==> src/rtl/data_sync_tx_arbiter.sv <==
// data_sync_tx_arbiter
// Source-domain front end for an enable-based data synchronizer. Several
// requesters share one Async_bus/bus_EN pair. A round-robin arbiter picks one
// word at a time. The word is captured and held on Async_bus while bus_EN is
// driven for the receiver. Words are spaced so the receiver captures each one
// exactly once.
//
// Handshake: a requester raises req_valid[i] and holds req_valid[i] and its
// slice of req_data until it sees req_ready[i]. The word is transferred on the
// rising CLK edge where req_valid[i] & req_ready[i] is true. req_ready is
// one-hot and is only offered in IDLE, and it never depends on req_ready
// itself.
module data_sync_tx_arbiter #(
  parameter int Width       = 8,
  parameter int NUM_REQ     = 2,
  parameter int HOLD_CYCLES = 6,
  parameter int S_TO_F      = 1
) (
  input  logic                       CLK,
  input  logic                       Reset,
  input  logic [NUM_REQ-1:0]         req_valid,
  input  logic [NUM_REQ*Width-1:0]   req_data,
  output logic [NUM_REQ-1:0]         req_ready,
  output logic [Width-1:0]           Async_bus,
  output logic                       bus_EN,
  output logic [$clog2(NUM_REQ)-1:0] grant_id,
  output logic                       busy,
  output logic [1:0]                 state_dbg
);

  localparam int PW = $clog2(NUM_REQ);
  localparam int CW = $clog2(HOLD_CYCLES + 1);
  localparam logic [CW-1:0] CNT_LOAD = CW'(HOLD_CYCLES - 1);

  typedef enum logic [1:0] {
    IDLE   = 2'd0,
    ASSERT = 2'd1,
    GAP    = 2'd2
  } state_t;

  state_t            state;
  logic [PW-1:0]     ptr;
  logic [CW-1:0]     cnt;
  logic              win_found;
  logic [PW-1:0]     win_idx;
  logic [Width-1:0]  win_data;
  logic              take;

  // Round-robin search: start one past the last grant and wrap modulo NUM_REQ.
  always_comb begin
    logic [PW:0] sum;
    win_found = 1'b0;
    win_idx   = '0;
    sum       = '0;
    for (int k = 1; k <= NUM_REQ; k++) begin
      sum = {1'b0, ptr} + (PW+1)'(k);
      if (sum >= (PW+1)'(NUM_REQ)) sum = sum - (PW+1)'(NUM_REQ);
      if (!win_found && req_valid[sum[PW-1:0]]) begin
        win_found = 1'b1;
        win_idx   = sum[PW-1:0];
      end
    end
  end

  // Select the winner's data slice.
  always_comb begin
    win_data = '0;
    for (int k = 0; k < NUM_REQ; k++) begin
      if (PW'(k) == win_idx) win_data = req_data[k*Width +: Width];
    end
  end

  // Offer a one-hot ready only in IDLE and never while reset is asserted.
  always_comb begin
    req_ready = '0;
    if (Reset && (state == IDLE) && win_found) req_ready[win_idx] = 1'b1;
  end

  assign take      = (state == IDLE) && win_found;
  assign busy      = (state != IDLE);
  assign state_dbg = state;

  // Sequencer: capture the word, then run the bus_EN assert and gap phases.
  always_ff @(posedge CLK or negedge Reset) begin
    if (!Reset) begin
      state     <= IDLE;
      Async_bus <= '0;
      bus_EN    <= 1'b0;
      grant_id  <= '0;
      ptr       <= PW'(NUM_REQ - 1);
      cnt       <= '0;
    end else begin
      case (state)
        IDLE: begin
          if (take) begin
            Async_bus <= win_data;
            grant_id  <= win_idx;
            ptr       <= win_idx;
            cnt       <= CNT_LOAD;
            state     <= ASSERT;
            bus_EN    <= (S_TO_F != 0) ? 1'b1 : ~bus_EN;
          end
        end
        ASSERT: begin
          if (cnt == '0) begin
            if (S_TO_F != 0) begin
              bus_EN <= 1'b0;
              cnt    <= CNT_LOAD;
              state  <= GAP;
            end else begin
              state <= IDLE;
            end
          end else begin
            cnt <= cnt - CW'(1);
          end
        end
        GAP: begin
          if (cnt == '0) state <= IDLE;
          else           cnt   <= cnt - CW'(1);
        end
        default: state <= IDLE;
      endcase
    end
  end

endmodule

==> config.mk <==
export PLATFORM = sky130hd
export DESIGN_NAME = data_sync_tx_arbiter
export DESIGN_NICKNAME = d
export VERILOG_FILES = /design/src/rtl/data_sync_tx_arbiter.sv
export SDC_FILE = /design/constraint.sdc
export NUM_CORES = 1
export LEC_CHECK = 0
export CORE_AREA = 3 3 49 51
export CTS_BUF_LIST = sky130_fd_sc_hd__clkbuf_8
export DETAILED_ROUTE_END_ITERATION = 12
export DIE_AREA = 0 0 52 54
export HOLD_SLACK_MARGIN = 0.02
export MAX_ROUTING_LAYER = met4
export PLACE_DENSITY = 0.82
export SLEW_MARGIN = 20
export SYNTH_ARGS = -nofsm -noshare
export SYNTH_HDL_FRONTEND = slang
export SYNTH_SLANG_ARGS = --single-unit
==> constraint.sdc <==
create_clock -name CLK -period 2.2 [get_ports CLK]
set_clock_uncertainty 0.15 [all_clocks]
set_input_delay 0.33 -clock CLK [delete_from_list [all_inputs] [get_ports CLK]]
set_output_delay 0.33 -clock CLK [all_outputs]
set_load 0.01 [all_outputs]
==> flow_summary_export.csv, run 1 <==
group,metric,value,unit
placed_design,port_buffers,34,
synthesis,syn_area,875,µm²
power,ir_worst_vdd,0.870,mV
sta,rsz0062_at_grt,"false",
sta,tightestPinTransition,0.347,ns
sta,relSlewSlack,76.8,%
synthesis,synth_ff_type,"dfrtp_1",
drt,num_vias,783,
finish,drive_gt1_share,13.8,%
critical_path,endpoint_kind,"primary output",
synthesis,ys_seq_area_share,45.9,%
synthesis,syn-num-nets,111,
global_routing,grtUsageTotal,16.6,%
drt,drt-initial-drc-count,10,
critical_path,cp.required,1.72,ns
placed_design,hpwlAfterDp,1640,µm
synthesis,synth.distinct_cells,26,
floorplan,core_area,1980,µm²
critical_path,criticalPathCategory,"reg -> out",
global_routing,grt_pass1_wl,3350,µm
finish,area_delta_synth_final,56.1,%
cts,clock_tree.buffer_depth,2,
critical_path,cp_data_arrival_time,1.61,ns
synthesis,synthCells,85,
drt,drcViolationCount,0,
floorplan,die_area,2810,µm²
critical_path,crit_fanout,7,
power,total_power,1.78,mW
finish,fillers,155,
finish,final_util,68.9,%
hold_path,hold_class,"in -> async",
global_routing,grt_max_degree,20,
sta,final-setup-viol-count,0,
global_routing,grt-ovfl-total,0,
cts,htree_num_levels,1,
run_status,outcome,"finished, final reports clean",
drt,avgRoutedWirePerCell,13.2,µm
sta,timing.fmax,0.480,GHz
synthesis,ys_ff_latch,16,
floorplan,rows,16,
global_routing,first_global_vias,766,
cts,clock_latency,0.24,ns
sta,finalMaxSlewViolations,0,
critical_path,rrSetupSlack,0.49,ns
synthesis,ys_warn_count,0,
cts,numCtsBuffers,3,
placed_design,gp_congestion,0.769,
synthesis,synth_edf_count,0,
sta,fin_crit,2.09,ns
cts,cts_tree,"done",
cts,path_clk_slew,0.06,ns
floorplan,start_util,44.1,%
sta,period_share,94.8,%
critical_path,worstSetupStartpointType,"flop",
cts,cts_root_buf,"clkbuf_8",
flow_run,maxCapViolations,0,
synthesis,postSynthAreaPerCell,10.3,µm²
finish,antenna_cells,0,
drt,vias_per_cell,4.99,
floorplan,die_y,54,µm
sta,hold_violations,0,
global_routing,antenna_found_initial,0,
power,power.leakage,0.600,nW
placed_design,place_inst,151,
finish,nNetsFinal,157,
floorplan,io_pins,35,
cts,cts.sinks,16,
drt,routed_wl,2070,µm
floorplan,die_w,52,µm
drt,antenna_left,0,
drt,firstDrtPassIters,4,
synthesis,async_flop_share,100,%
finish,final_cells,157,
power,powerDensity,1310,nW/µm²
kinds of logic (layout without fill, tap and decap cells):
family	after synthesis	after routing	synth area share, %
AO/OA/AOI/OAI	28	28	19.9
adder cells (fa/ha/maj)	6	6	8.58
buffers and inverters	8	53	4.29
flip-flops	16	16	45.9
multiplexers	8	8	9.16
AND/OR/NAND/NOR	19	19	12.2
layout by cell type (no fill, tap or decap):
master	n
o21ai_1	2
a22o_1	1
and3_1	1
nor2b_1	2
buf_4	10
nand2b_1	1
dlygate4sd2_1	2
or3b_4	1
a21oi_1	5
or3_1	1
nand3b_2	1
a21boi_4	1
a211oi_1	4
dfstp_2	1
clkbuf_8	4
nand2_1	8
ha_1	6
o22ai_1	1
clkdlybuf4s50_1	32
a31oi_1	1
inv_1	5
dfrtp_1	15
nor2_1	2
o22a_1	2
o21ai_0	10
nor3b_1	2
mux2i_1	8
o2bb2ai_1	1
cell type report:
class	instances	area (µm²)	area share [%]
Sequential cell	16	402	29.4
Inverter	5	18.8	1.37
Tap cell	27	33.8	2.47
Timing Repair Buffer	44	413	30.2
Multi-Input combinational cell	61	443	32.4
Clock buffer	4	55.1	4.03
cells in the mapped netlist (2+ instances only):
master,count,area share [%]
a211oi_1,4,3.4
clkbuf_1,2,0.86
inv_1,5,2.1
o22a_1,2,2.0
o21ai_0,10,5.7
nor2_1,2,0.86
ha_1,6,8.6
o21ai_1,2,1.1
dfrtp_1,15,43
nor3b_1,2,1.7
mux2i_1,8,9.2
nor2b_1,2,1.4
a21oi_1,5,2.9
nand2_1,8,3.4
path summary, 6_finish.rpt:
path	to	cells after the start	start
min reg2reg	Async_bus[7]$_DFFE_PN0P_	2	Async_bus[7]$_DFFE_PN0P_
min in group CLK	Async_bus[7]$_DFFE_PN0P_	2	Async_bus[7]$_DFFE_PN0P_
max reg2reg	cnt[0]$_DFFE_PN0P_	6	state_dbg[1]$_DFFE_PN0P_
max in group asynchronous	ptr$_DFFE_PN1P_	2	Reset
min	Async_bus[4]$_DFFE_PN0P_	2	Reset
max	busy	5	state_dbg[0]$_DFFE_PN0P_
state kept, by name (all words and copies together) (netlist names):
name,cells
cnt,3
Async_bus,8
state_dbg,2
bus_EN,1
grant_id,1
ptr,1
stage by stage:
stage / hold slack [ns] / TNS [ns] / instance area, µm² / setup WS (ns)
final: 0.269 / 0 / 1370 / 0.115
after global routing: 0.290 / 0 / 1370 / 0.0318
after CTS: 0.265 / 0 / 1370 / 0.0864
after detailed placement: 0.319 / -0.0949 / 1290 / -0.0483
after global placement: 0.314 / -0.0406 / 1290 / -0.0293
after floorplan: -0.116 / 0 / 875 / 0.331
timing repair:
action / 4_1_cts / 5_1_grt
hold buffers: 0 / 0
gates resized for setup: 3 / 0
buffers inserted: 2 / 0
setup endpoints to repair: 3 / 0
power breakdown:
group | internal (mW) | switching (mW)
sequential | 0.443 | 0.0818
combinational | 0.529 | 0.476
clock | 0.158 | 0.0932
per-layer routing:
| layer | GRT usage (%) | vias up | routed length [µm] |
|---|---|---|---|
| met3 | 3.88 | 2 | 136 |
| met5 | - | - | 0 |
| met4 | 5.24 | 0 | 6 |
| met2 | 27.4 | 26 | 961 |
| li1 | - | 394 | - |
| met1 | 20.1 | 361 | 964 |
critical path, stage by stage, from the launching register on:
cell and delay [ns]:
dfrtp_1 0.35, inv_1 0.06, ha_1 0.21, buf_4 0.16, inv_1 0.05, clkdlybuf4s50_1 0.53
No activity file was read; power rests on OpenSTA's default activity.
==> inputs of run 2 (changes only) <==
--- a/config.mk
+++ b/config.mk
@@ -7,6 +7,7 @@
 export LEC_CHECK = 0
 export CORE_AREA = 3 3 49 51
 export CTS_BUF_LIST = sky130_fd_sc_hd__clkbuf_8
+export CTS_CLUSTER_DIAMETER = 60
 export DETAILED_ROUTE_END_ITERATION = 12
 export DIE_AREA = 0 0 52 54
 export HOLD_SLACK_MARGIN = 0.02
==> results of run 2 <==
No change in the layout: final DEF, timing and power equal those of run 1.
